--- config.mk ---
export PLATFORM = sky130hd
export DESIGN_NAME = ifetch_unit
export DESIGN_NICKNAME = d
export VERILOG_FILES = /design/src/rtl/cpu_pkg.sv /design/src/rtl/npc_calc.sv /design/src/rtl/ifetch_unit.sv
export SDC_FILE = /design/constraint.sdc
export NUM_CORES = 1
export LEC_CHECK = 0
export BUFFER_PORTS_ARGS = -buffer_cell sky130_fd_sc_hd__buf_2
export CORE_MARGIN = 5
export CORE_UTILIZATION = 45
export CTS_BUF_LIST = sky130_fd_sc_hd__clkbuf_8
export DETAILED_ROUTE_END_ITERATION = 6
export HOLD_SLACK_MARGIN = 0.05
export PLACE_DENSITY_LB_ADDON = 0.25
export SETUP_SLACK_MARGIN = 0.3
export SLEW_MARGIN = 0
export SYNTH_ARGS = -nofsm -noshare
export SYNTH_HDL_FRONTEND = slang
export SYNTH_SLANG_ARGS = --single-unit
--- constraint.sdc ---
create_clock -name clk -period 9.25 [get_ports clk]
set_clock_uncertainty 0.1 [all_clocks]
set_input_delay 0.4625 -clock clk [delete_from_list [all_inputs] [get_ports clk]]
set_output_delay 0.4625 -clock clk [all_outputs]
set_load 0.03 [all_outputs]
--- src/rtl/cpu_pkg.sv ---
// Shared CPU definitions: opcode/func constants, reset vector, fetch FSM
// encoding and the next-PC request bundle.
package cpu_pkg;

  localparam logic [31:0] RESET_PC_DEFAULT = 32'h0000_3000;

  localparam logic [5:0] OP_RTYPE = 6'h00;
  localparam logic [5:0] OP_J     = 6'h02;
  localparam logic [5:0] OP_BEQ   = 6'h04;
  localparam logic [5:0] OP_LW    = 6'h23;
  localparam logic [5:0] OP_SW    = 6'h2B;

  localparam logic [5:0] FN_ADD   = 6'h20;
  localparam logic [5:0] FN_SUB   = 6'h22;

  typedef enum logic [1:0] {
    IDLE  = 2'd0,
    FETCH = 2'd1,
    ISSUE = 2'd2
  } fetch_state_t;

  typedef struct packed {
    logic [31:0] pc;
    logic [31:0] ir;
    logic        branch;
    logic        jump;
    logic        zero;
  } npc_req_t;

  // Word offset of a branch: sign-extended imm16 scaled to bytes.
  function automatic logic [31:0] br_offset(input logic [15:0] imm);
    return {{14{imm[15]}}, imm, 2'b00};
  endfunction

endpackage

--- src/rtl/npc_calc.sv ---
// Combinational next-PC: jump beats taken branch beats sequential.
// All adds wrap naturally at 32 bits; result is always word aligned.
module npc_calc
  import cpu_pkg::*;
(
  input  npc_req_t    req,
  output logic [31:0] npc
);

  logic [31:0] seq;
  logic [31:0] jmp_tgt;
  logic [31:0] br_tgt;

  assign seq     = req.pc + 32'd4;
  // Jump keeps the region bits of the sequential PC, not of the current PC.
  assign jmp_tgt = {seq[31:28], req.ir[25:0], 2'b00};
  assign br_tgt  = seq + br_offset(req.ir[15:0]);

  always_comb begin
    npc = seq;
    if (req.jump)                  npc = jmp_tgt;
    else if (req.branch && req.zero) npc = br_tgt;
    npc[1:0] = 2'b00;
  end

endmodule

--- src/rtl/ifetch_unit.sv ---
// Instruction fetch unit: IDLE/FETCH/ISSUE sequencer owning PC, IR and the
// retired-instruction counter.
module ifetch_unit
  import cpu_pkg::*;
#(
  parameter logic [31:0] RESET_PC = RESET_PC_DEFAULT
) (
  input  logic        clk,
  input  logic        rst,
  output logic        imem_req,
  output logic [31:0] imem_addr,
  input  logic        imem_ack,
  input  logic [31:0] imem_rdata,
  output logic        instr_valid,
  output logic [5:0]  op,
  output logic [5:0]  func,
  output logic [15:0] imm16,
  output logic [31:0] pc,
  input  logic        exec_done,
  input  logic        branch,
  input  logic        Jump,
  input  logic        zero,
  output logic [31:0] retired
);

  fetch_state_t state;
  logic [31:0]  pc_q;
  logic [31:0]  ir;
  logic [31:0]  npc;
  npc_req_t     nreq;

  assign nreq = '{pc: pc_q, ir: ir, branch: branch, jump: Jump, zero: zero};

  npc_calc u_npc (
    .req (nreq),
    .npc (npc)
  );

  // imem_req and instr_valid are registered alongside the state so they are
  // glitch-free and exactly track FETCH / ISSUE.
  always_ff @(posedge clk) begin
    if (rst) begin
      state       <= IDLE;
      pc_q        <= {RESET_PC[31:2], 2'b00};
      ir          <= '0;
      retired     <= '0;
      imem_req    <= 1'b0;
      instr_valid <= 1'b0;
    end else begin
      case (state)
        IDLE: begin
          state    <= FETCH;
          imem_req <= 1'b1;
        end
        FETCH: begin
          if (imem_ack) begin
            ir          <= imem_rdata;
            state       <= ISSUE;
            imem_req    <= 1'b0;
            instr_valid <= 1'b1;
          end
        end
        ISSUE: begin
          if (exec_done) begin
            pc_q        <= {npc[31:2], 2'b00};
            retired     <= retired + 32'd1;
            state       <= FETCH;
            imem_req    <= 1'b1;
            instr_valid <= 1'b0;
          end
        end
        default: begin
          state       <= IDLE;
          imem_req    <= 1'b0;
          instr_valid <= 1'b0;
        end
      endcase
    end
  end

  assign imem_addr = pc_q;
  assign pc        = pc_q;
  assign op        = ir[31:26];
  assign func      = ir[5:0];
  assign imm16     = ir[15:0];

endmodule

==> reports/metrics.csv, run 1 <==
metric,value,unit
first-pass GRT wire length,31.86,mm
IO buf count,160,
Max Fclk,0.2445,GHz
kind of cell adding the most delay to the critical path,simple AND/OR/NAND/NOR gates,
Synth Flop Type,dfxtp_1,
# rows,45,
r2r setup slk,5.16,ns
async set-reset flop share out of synthesis,0,%
worst r2r path cells,13,
placed wire-length estimate,14.93,mm
Buf/Inv on CP,0,
"leading cell type in the layout, fill and taps excluded",buf_2,
hold depth,3,
Cell Pwr Density,110.5,nW/µm²
cell mode on critical path,and4_1,
Slew Limit Headroom,35.87,%
FF+latch area,1942,µm²
VDD IR max,83.91,µV
register area share after synthesis,27.93,%
"Cell Chain, Critical Path",and4_1 -> and4_1 -> nand4_1 -> nor2_1 -> xor2_1 -> ha_1 -> a21o_2 -> a2111oi_4 -> nor4_1 -> or4_4 -> nand3_2 -> mux2i_1 -> mux2_1,
Crit Path Category,reg -> reg,
hold crit path type,in -> reg,
synthesized area per cell,7.683,µm²
footprint of the multi-input gates,4285,µm²
"Setup violations, final",0,
First DRT Iteration DRCs,495,
RR Startpoint,imem_addr[10]$_SDFFE_PP0P_,
startpoint class of the critical path,flip-flop,
Fin Setup TNS,0,ns
"Cell Area, Synth",6953,µm²
DR WL/cell,16.82,µm
total number of vias,6544,
Clock transition at path regs,0.10,ns
Post-Route WL,19.83,mm
worst flop-to-flop path endpoint,imem_addr[31]$_SDFFE_PP0P_,
CTS tree,done,
Worst-Margin Slew,0.9620,ns
DR vias/cell,5.550,
largest net degree at the start of global routing,88,
Root Buffer,clkbuf_8,
CTS Sinks,97,
yosys warns,0,
PostCTS Resize Cnt,0,
Hold Path End,ir[27]$_SDFFE_PP0P_,
min-delay src,imem_rdata[27],
post-synthesis cell count,905,
area post-placement,7398,µm²
Final ANT Viol Nets,0,
Placer Congestion,0.9963,
CP max stage delay,0.54,ns
synth unique cells,77,
final critical-path share of the clock period,44.22,%
IO Count,165,
Initial DRT Pass Iterations,5,
TritonCTS Buffers,9,
total gr overflow,0,
core box area,15200,µm²
Final Util,49.93,%
Final nets,1062,
postcts setup bufs,0,
Leak,3.467,nW
"EDFF count, synth",0,
Chip Width,134.3,µm
GRT Total Usage,21.70,%
CTS Buffer Depth,2,
pins over their slew limit,0,
Die ar.,18040,µm²
# H-tree levels,3,
top-area cell type share of the netlist area,27.93,%
Seq cells post-synth,97,
critical path arrival,4.27,ns
vias in the first global route,6107,
largest fanout on the critical path,9,
synth top area cells,"dfxtp_1 28%, nand2_1 7.7%, ha_1 6.8%, buf_4 6.7%, a21oi_1 6.0%",
RSZ-0062 raised after global routing,no,
Fin Hold WS,0.2044,ns
Initial Utilization,45.74,%
initial antenna violation count,0,
status,completed,
final hold vios,0,
post-route cell area,7590,µm²
most frequent cells in the layout,"160 x buf_2, 142 x nand2_1, 97 x dfxtp_1",
DRC Markers,0,
cts hold-fix bufs,0,
MaxCap Viol Count,0,
Die Height,134.3,µm
clk_lat worst skew,0.39,ns
layout cells sized above 1,21.13,%
Yosys top cell by area,dfxtp_1,
Fillers,1503,
Worst EP required,9.43,ns
CP endpoint kind,flip-flop,
"Slowest-stage cell, CP",or4_4,
minimum clock period,4.091,ns
area delta synth->final,9.160,%
[worst register-to-register path: cells and delay by family, from the launching register on]
family | cells | cell delay, ns
AOI/OAI and AO/OA | 2 | 0.65
xor gates and xnor gates | 1 | 0.22
adders and majority gates | 1 | 0.37
DFF | 1 | 0.47
muxes | 2 | 0.54
and+or+nand+nor | 7 | 1.63
[layout make-up]
type | count | area share, %
Sequential cell | 97 | 25.59
Inverter | 22 | 1.088
Timing Repair Buffer | 167 | 11.24
Multi-Input combinational cell | 687 | 56.46
Clock buffer | 10 | 1.813
Clock inverter | 6 | 0.6429
Antenna cell | 2 | 0.06594
Tap cell | 188 | 3.099
[report_power, final]
part / switching, mW / total (mW) / internal (mW)
clock: 0.166 / 0.275 / 0.109
sequential: 0.0110 / 0.438 / 0.427
combinational: 0.0864 / 0.126 / 0.0400
[worst max-delay path by stage]
stage,from,end,slack [ns],cells after the start
floorplan,imem_addr[10]$_SDFFE_PP0P_,imem_addr[31]$_SDFFE_PP0P_,5.28,14
global placement,imem_addr[5]$_SDFFE_PP0P_,imem_addr[31]$_SDFFE_PP0P_,5.32,12
detailed placement,imem_addr[4]$_SDFFE_PP0P_,imem_addr[31]$_SDFFE_PP0P_,5.23,12
CTS,imem_addr[4]$_SDFFE_PP0P_,imem_addr[31]$_SDFFE_PP0P_,5.21,12
global route,imem_addr[2]$_SDFFE_PP0P_,imem_addr[31]$_SDFFE_PP0P_,4.90,15
finish,imem_addr[10]$_SDFFE_PP0P_,imem_addr[31]$_SDFFE_PP0P_,5.16,13
[cells by family after synthesis]
logic type      Yosys count  synth area share, %
mux                       5               0.7558
other cells               1              0.05393
xor+xnor                 70                8.818
simple gates            355                24.58
compound gates          214                20.10
flops                    97                27.93
fa+ha+maj                39                7.126
buf+inv                 124                10.64
[per-layer routing]
layer / track usage, % / part of all wire, % / vias to the layer above
met2: 33.13 / 43 / 250
met3: 5.326 / 7.6 / 40
met5: 0 / 0 / -
li1: - / - / 3275
met1: 30.12 / 47 / 2979
met4: 7.070 / 2.5 / 0
[stage by stage]
| step | power (mW) | cells | setup slack (ns) |
|---|---|---|---|
| 2_1_floorplan | 0.5462 | 908 | 5.281 |
| 3_3_place_gp | 0.5729 | 1161 | 5.324 |
| 3_5_place_dp | 0.5733 | 1161 | 5.231 |
| 4_1_cts | 0.8462 | 1177 | 5.212 |
| 5_1_grt | 0.8796 | 1177 | 4.897 |
| 6_report | 0.8390 | 1179 | 5.159 |
[flip-flops by register name, summed over array words and instances (netlist names)]
name         count
state            1
ir              32
imem_addr       30
retired         32
imem_req         1
instr_valid      1
[synthesized netlist by cell type, types with 4 or more instances]
| cell type | number |
|---|---|
| nand4_1 | 15 |
| ha_1 | 38 |
| nand2b_1 | 9 |
| buf_4 | 62 |
| or3_1 | 8 |
| dfxtp_1 | 97 |
| nand2_1 | 142 |
| nor2_1 | 72 |
| a21oi_1 | 84 |
| clkbuf_1 | 32 |
| o31ai_1 | 5 |
| a31oi_1 | 9 |
| nand3_1 | 40 |
| a311oi_1 | 4 |
| o21ai_0 | 32 |
| o21bai_1 | 5 |
| a211oi_1 | 6 |
| xnor2_1 | 32 |
| a32o_1 | 4 |
| and2_1 | 8 |
| o211ai_1 | 12 |
| a21o_1 | 17 |
| and4_1 | 8 |
| nor3_1 | 10 |
| inv_1 | 22 |
| and3_1 | 17 |
| nor2b_1 | 5 |
| xor2_1 | 38 |
Power figures use the tool's default switching activity.
==> inputs of run 2 (changes only) <==
--- a/config.mk
+++ b/config.mk
@@ -5,6 +5,7 @@
 export SDC_FILE = /design/constraint.sdc
 export NUM_CORES = 1
 export LEC_CHECK = 0
+export ABC_AREA = 1
 export BUFFER_PORTS_ARGS = -buffer_cell sky130_fd_sc_hd__buf_2
 export CORE_MARGIN = 5
 export CORE_UTILIZATION = 45
==> constraint.sdc (replaced) <==
create_clock -name clk -period 3.3 [get_ports clk]
set_clock_uncertainty 0.1 [all_clocks]
set_input_delay 0.165 -clock clk [delete_from_list [all_inputs] [get_ports clk]]
set_output_delay 0.165 -clock clk [all_outputs]
set_load 0.03 [all_outputs]
==> reports/metrics.csv, run 2 <==
metric,value,unit,change
IO Count,165,,unchanged
Yosys top cell by area,dfxtp_1,,unchanged
Placer Congestion,0.9348,,was 0.9963
final critical-path share of the clock period,92.41,%,was 44.22%
Worst-Margin Slew,0.9731,ns,was 0.9620 ns
Initial Utilization,45.88,%,was 45.74%
GRT Total Usage,25.32,%,was 21.70%
total number of vias,8690,,was 6544
Crit Path Category,reg -> reg,,unchanged
placed wire-length estimate,19.08,mm,was 14.93 mm
Synth Flop Type,dfxtp_1,,unchanged
synth top area cells,"dfxtp_1 26%, nand2_1 15%, a21oi_1 8.2%, inv_1 7.3%, nor2_1 6.4%",,"was dfxtp_1 28%, nand2_1 7.7%, ha_1 6.8%, buf_4 6.7%, a21oi_1 6.0%"
synthesized area per cell,6.206,µm²,was 7.683 µm²
RSZ-0062 raised after global routing,yes,,was no
MaxCap Viol Count,0,,unchanged
"Cell Area, Synth",7609,µm²,was 6953 µm²
RR Startpoint,imem_addr[3]$_SDFFE_PP0P_,,was imem_addr[10]$_SDFFE_PP0P_
most frequent cells in the layout,"256 x nand2_1, 160 x buf_2, 142 x inv_1",,"was 160 x buf_2, 142 x nand2_1, 97 x dfxtp_1"
CP endpoint kind,flip-flop,,unchanged
Slew Limit Headroom,34.72,%,was 35.87%
post-synthesis cell count,1226,,was 905
Leak,4.796,nW,was 3.467 nW
Final nets,1506,,was 1062
area delta synth->final,32.00,%,was 9.160%
Worst EP required,3.51,ns,was 9.43 ns
Post-Route WL,26.53,mm,was 19.83 mm
commonest cells in the netlist,"300 x nand2_1, 148 x inv_1, 129 x nor2_1",,"was 142 x nand2_1, 97 x dfxtp_1, 84 x a21oi_1"
PnR worst setup slack,0.2505,ns,was 5.159 ns
critical path arrival,3.26,ns,was 4.27 ns
vias in the first global route,8039,,was 6107
synth unique cells,42,,was 77
Hold Path End,retired[19]$_SDFFE_PP0P_,,was ir[27]$_SDFFE_PP0P_
Cell Pwr Density,258.2,nW/µm²,was 110.5 nW/µm²
worst flop-to-flop path endpoint,imem_addr[24]$_SDFFE_PP0P_,,was imem_addr[31]$_SDFFE_PP0P_
Fillers,1588,,was 1503
largest fanout on the critical path,4,,was 9
startpoint class of the critical path,flip-flop,,unchanged
DR WL/cell,16.05,µm,was 16.82 µm
Max Fclk,0.3279,GHz,was 0.2445 GHz
hold depth,3,,unchanged
CTS Sinks,97,,unchanged
top-area cell type share of the netlist area,25.52,%,was 27.93%
largest net degree at the start of global routing,52,,was 88
CTS tree,done,,unchanged
DRC Markers,0,,unchanged
Sequential Power Share,48.1,%,was 52.2%
IO buf count,160,,unchanged
# H-tree levels,3,,unchanged
r2r setup slk,0.25,ns,was 5.16 ns
Total Power,2.593,mW,was 0.8390 mW
register area share after synthesis,25.52,%,was 27.93%
Root Buffer,clkbuf_8,,unchanged
hold crit path type,in -> reg,,unchanged
DR vias/cell,5.257,,was 5.550
yosys warns,0,,unchanged
Clock transition at path regs,0.12,ns,was 0.10 ns
Setup WS pre-CTS,-0.01296,ns,was 5.231 ns
Final Util,60.56,%,was 49.93%
antenna fix cells,0,,was 2
first-pass GRT wire length,40.68,mm,was 31.86 mm
First DRT Iteration DRCs,779,,was 495
top-count cell post-synth,nand2_1,,unchanged
clk_lat worst skew,0.39,ns,about the same
TritonCTS Buffers,9,,unchanged
Seq cells post-synth,97,,unchanged
"Setup violations, final",0,,unchanged
min-delay src,rst,,was imem_rdata[27]
pins over their slew limit,0,,unchanged
Die ar.,19610,µm²,was 18040 µm²
CTS Buffer Depth,2,,unchanged
layout cells sized above 1,31.19,%,was 21.13%
status,completed,,unchanged
async set-reset flop share out of synthesis,0,%,unchanged
Comb power frac,22.2,%,was 15.1%
Initial DRT Pass Iterations,6,,was 5
final hold vios,0,,unchanged
total gr overflow,0,,unchanged
worst r2r path cells,18,,was 13
# rows,47,,was 45
Die Height,140.0,µm,was 134.3 µm
Worst Setup SP,imem_addr[3]$_SDFFE_PP0P_,,was imem_addr[10]$_SDFFE_PP0P_
internal power,1.700,mW,was 0.5755 mW
Clk network pwr share,29.8,%,was 32.7%
VDD IR max,166.8,µV,was 83.91 µV
core box area,16580,µm²,was 15200 µm²
Final ANT Viol Nets,0,,unchanged
switch share,34.44,%,was 31.41%
minimum clock period,3.049,ns,was 4.091 ns
initial antenna violation count,0,,unchanged
"leading cell type in the layout, fill and taps excluded",nand2_1,,was buf_2
"EDFF count, synth",0,,unchanged
Chip Width,140.0,µm,was 134.3 µm
P_sw,0.8930,mW,was 0.2636 mW
run 2: cell count changes in the layout (fill, tap and decap cells not counted), moves of 35 or more:
cell           before  now
nand3_1            40   75
buf_4               7   86
dlygate4sd3_1       0   35
nand2_2             0   43
inv_1              22  142
nand2_1           142  256
run 2: routing by layer:
layer,track usage [%],routed length (µm),share of wire (%)
met2,42.14,12570,47
met5,0,0,0
met3,4.329,2024,7.6
met1,33.01,11230,42
met4,9.332,707,2.7
run 2: worst max-delay path, stage by stage, from the launching register on:
cell	delay (ns)
dfxtp_4	0.41
nand2_1	0.10
nor2_4	0.18
nand2_2	0.12
nor2_4	0.17
buf_4	0.15
nand3_1	0.10
xor2_2	0.19
ha_1	0.37
nand2_4	0.09
nor2_4	0.10
nand2_1	0.11
nor2_1	0.15
nand2_2	0.11
nand4_1	0.12
nand3_2	0.12
nand2_2	0.11
nand2_1	0.05
a21oi_1	0.12
run 2: area by class of cell:
| type | count | area [µm²] | share of cell area [%] |
|---|---|---|---|
| Multi-Input combinational cell | 889 | 5233 | 52.10 |
| Timing Repair Buffer | 282 | 1817 | 18.09 |
| Clock buffer | 9 | 123.9 | 1.233 |
| Tap cell | 220 | 275.3 | 2.741 |
| Inverter | 149 | 559.3 | 5.569 |
| Sequential cell | 97 | 1981 | 19.72 |
| Clock inverter | 7 | 55.05 | 0.5481 |
run 2: power by group through the flow:
stage          registers [mW]  clock network [mW]  logic [mW]
2_1_floorplan            1.28                   0       0.338
3_3_place_gp             1.27                   0       0.465
3_5_place_dp             1.27                   0       0.467
4_1_cts                  1.25               0.786       0.518
5_1_grt                  1.25               0.841       0.622
6_report                 1.25               0.772       0.575
run 2: how the worst max path moves through the flow:
stage                                      end  slack (ns)  cells past startpoint
finish              imem_addr[24]$_SDFFE_PP0P_        0.25                     18
global route        imem_addr[28]$_SDFFE_PP0P_        0.07                     18
CTS                 imem_addr[31]$_SDFFE_PP0P_        0.29                     23
detailed placement  imem_addr[24]$_SDFFE_PP0P_       -0.01                     20
global placement    imem_addr[30]$_SDFFE_PP0P_       -0.02                     17
floorplan           imem_addr[30]$_SDFFE_PP0P_        0.34                     17
run 2: cells by family after synthesis:
group                      after synthesis  synth area share, %
DFF                                     97                25.52
AOI/OAI and AO/OA                      224                15.52
xor gates and xnor gates                34                3.914
and+or+nand+nor                        588                33.43
adders and majority gates               39                6.512
other                                    1              0.04929
buffers and inverters                  243                15.05
run 2: through the flow:
stage / instance area [µm²] / std cells / hold slack (ns) / TNS, ns
final: 10040 / 1653 / 0.2902 / 0
after global routing: 10040 / 1653 / 0.2938 / 0
after CTS: 9418 / 1640 / 0.2611 / 0
after detailed placement: 8548 / 1573 / 0.2930 / -0.02431
after global placement: 8548 / 1573 / 0.2867 / -0.03409
after floorplan: 7622 / 1229 / 0.1999 / 0
run 2: repair_timing:
item | in CTS | in global routing
endpoints found under the setup margin | 17 | 23
pin swaps | 18 | 58
setup buffers | 16 | 13
endpoints found under the hold margin | 35 | 0
gates resized for setup | 58 | 140
hold buffers | 35 | 0
==> inputs of run 3 (changes only) <==
--- a/config.mk
+++ b/config.mk
@@ -6,15 +6,15 @@
 export NUM_CORES = 1
 export LEC_CHECK = 0
 export ABC_AREA = 1
-export BUFFER_PORTS_ARGS = -buffer_cell sky130_fd_sc_hd__buf_2
 export CORE_MARGIN = 5
-export CORE_UTILIZATION = 45
+export CORE_UTILIZATION = 60
 export CTS_BUF_LIST = sky130_fd_sc_hd__clkbuf_8
 export DETAILED_ROUTE_END_ITERATION = 6
+export DONT_BUFFER_PORTS = 1
 export HOLD_SLACK_MARGIN = 0.05
 export PLACE_DENSITY_LB_ADDON = 0.25
 export SETUP_SLACK_MARGIN = 0.3
-export SLEW_MARGIN = 0
+export SLEW_MARGIN = 30
 export SYNTH_ARGS = -nofsm -noshare
 export SYNTH_HDL_FRONTEND = slang
 export SYNTH_SLANG_ARGS = --single-unit
==> reports/metrics.csv, run 3 (synthesis results as in run 2) <==
metric,value,unit,change
status,completed,,unchanged
pins over their slew limit,0,,unchanged
Post-Route WL,25.77,mm,was 26.53 mm
# H-tree levels,3,,unchanged
RSZ-0062 raised after global routing,yes,,unchanged
Clock transition at path regs,0.10,ns,was 0.12 ns
VDD IR max,300.5,µV,was 166.8 µV
fin cells,1435,,was 1653
Final nets,1336,,was 1506
Max Fclk,0.3390,GHz,was 0.3279 GHz
IO Count,165,,unchanged
"leading cell type in the layout, fill and taps excluded",nand2_1,,unchanged
Fin Hold WS,0.08632,ns,was 0.2902 ns
Slew Limit Headroom,35.11,%,was 34.72%
CTS tree,done,,unchanged
Leak,3.924,nW,was 4.796 nW
TritonCTS Buffers,9,,unchanged
final critical-path share of the clock period,89.40,%,was 92.41%
Placer Congestion,1.056,,was 0.9348
Chip Width,122.6,µm,was 140.0 µm
Die ar.,15030,µm²,was 19610 µm²
GRT Total Usage,32.43,%,was 25.32%
CTS Buffer Depth,2,,unchanged
DRC Markers,0,,unchanged
Die Height,122.6,µm,was 140.0 µm
MaxCap Viol Count,0,,unchanged
Fin Setup TNS,0,ns,unchanged
initial antenna violation count,0,,unchanged
minimum clock period,2.950,ns,was 3.049 ns
hold crit path type,in -> reg,,unchanged
total number of vias,8340,,was 8690
Final ANT Viol Nets,0,,unchanged
Root Buffer,clkbuf_8,,unchanged
DR WL/cell,17.96,µm,was 16.05 µm
# rows,41,,was 47
CP endpoint kind,flip-flop,,unchanged
cell total after placement,1366,,was 1573
CTS Sinks,97,,unchanged
Crit Path Category,reg -> reg,,unchanged
Final Util,75.12,%,was 60.56%
most frequent cells in the layout,"259 x nand2_1, 138 x inv_1, 99 x a21oi_1",,"was 256 x nand2_1, 160 x buf_2, 142 x inv_1"
DR vias/cell,5.812,,was 5.257
area post-placement,7695,µm²,was 8548 µm²
Initial DRT Pass Iterations,5,,was 6
largest fanout on the critical path,5,,was 4
layout cells sized above 1,23.36,%,was 31.19%
Fillers,975,,was 1588
startpoint class of the critical path,flip-flop,,unchanged
total gr overflow,0,,unchanged
"Setup violations, final",0,,unchanged
r2r setup slk,0.35,ns,was 0.25 ns
First DRT Iteration DRCs,879,,was 779
vias in the first global route,7694,,was 8039
first-pass GRT wire length,38.50,mm,was 40.68 mm
largest net degree at the start of global routing,45,,was 52
post-route cell area,9403,µm²,was 10040 µm²
Worst-Margin Slew,0.9673,ns,was 0.9731 ns
critical path arrival,3.18,ns,was 3.26 ns
clk_lat worst skew,0.39,ns,about the same
final hold vios,0,,unchanged
Initial Utilization,60.79,%,was 45.88%
area delta synth->final,23.58,%,was 32.00%
antenna fix cells,0,,unchanged
Cell Pwr Density,280.1,nW/µm²,was 258.2 nW/µm²
placed wire-length estimate,17.37,mm,was 19.08 mm
core box area,12520,µm²,was 16580 µm²
Worst EP required,3.53,ns,was 3.51 ns
IO buf count,0,,was 160
-- run 3: final timing paths --
| path | from | cells after the start | to |
|---|---|---|---|
| min | exec_done | 3 | imem_addr[13]$_SDFFE_PP1P_ |
| max | imem_addr[9]$_SDFFE_PP0P_ | 17 | imem_addr[23]$_SDFFE_PP0P_ |
| min reg2reg | ir[24]$_SDFFE_PP0P_ | 2 | ir[24]$_SDFFE_PP0P_ |
| max reg2reg | imem_addr[9]$_SDFFE_PP0P_ | 17 | imem_addr[23]$_SDFFE_PP0P_ |
-- run 3: routing by layer --
layer	wire, µm	global-route usage (%)	up-vias
li1	-	-	3967
met1	10230	41.36	3816
met2	12130	52.56	469
met3	2377	7.419	88
met4	1032	14.14	0
met5	0	0	-
-- run 3: report_power, final --
part	leakage [nW]	total [mW]	internal (mW)	switching [mW]
Sequential	0.796	1.27	1.21	0.0598
Combinational	3.02	0.525	0.183	0.341
Clock	0.108	0.843	0.367	0.476
-- run 3: what timing repair did --
item                                    4_1_cts  5_1_grt
pin swaps                                     4       46
endpoints found under the hold margin        89        2
gates resized for setup                      34      204
endpoints found under the setup margin       17       24
cloned                                        0        1
hold buffers                                 43        1
setup buffers                                 3        5
-- run 3: area by class of cell --
type                       instances  area (µm²)  share of cell area, %
clock buffer                       9       123.9                  1.317
clock inverter                     7       83.83                 0.8916
inverter                         149       559.3                  5.948
multi-input combinational        890        5483                  58.31
sequential                        97        1971                  20.96
tap                              172       215.2                  2.289
timing repair buffer             111       967.2                  10.29
-- run 3: critical path: stages (launching register included) --
cell and delay, ns:
dfxtp_1 0.41, nand2_2 0.14, nor2_2 0.16, and3_2 0.27
xnor2_1 0.13, inv_1 0.09, ha_1 0.33, nand2_2 0.12
nor2_4 0.17, and2_1 0.17, nand2_1 0.11, nand2_4 0.13
nand3_2 0.09, nand3_1 0.09, nand3_2 0.10, nand2_1 0.12
nand2_1 0.06, a21oi_1 0.11
-- run 3: per-stage QoR --
stage | setup WS (ns) | power (mW)
2_1_floorplan | 0.3361 | 1.618
3_3_place_gp | 0.2276 | 1.664
3_5_place_dp | 0.1774 | 1.669
4_1_cts | 0.2647 | 2.566
5_1_grt | 0.1320 | 2.737
6_report | 0.3498 | 2.634
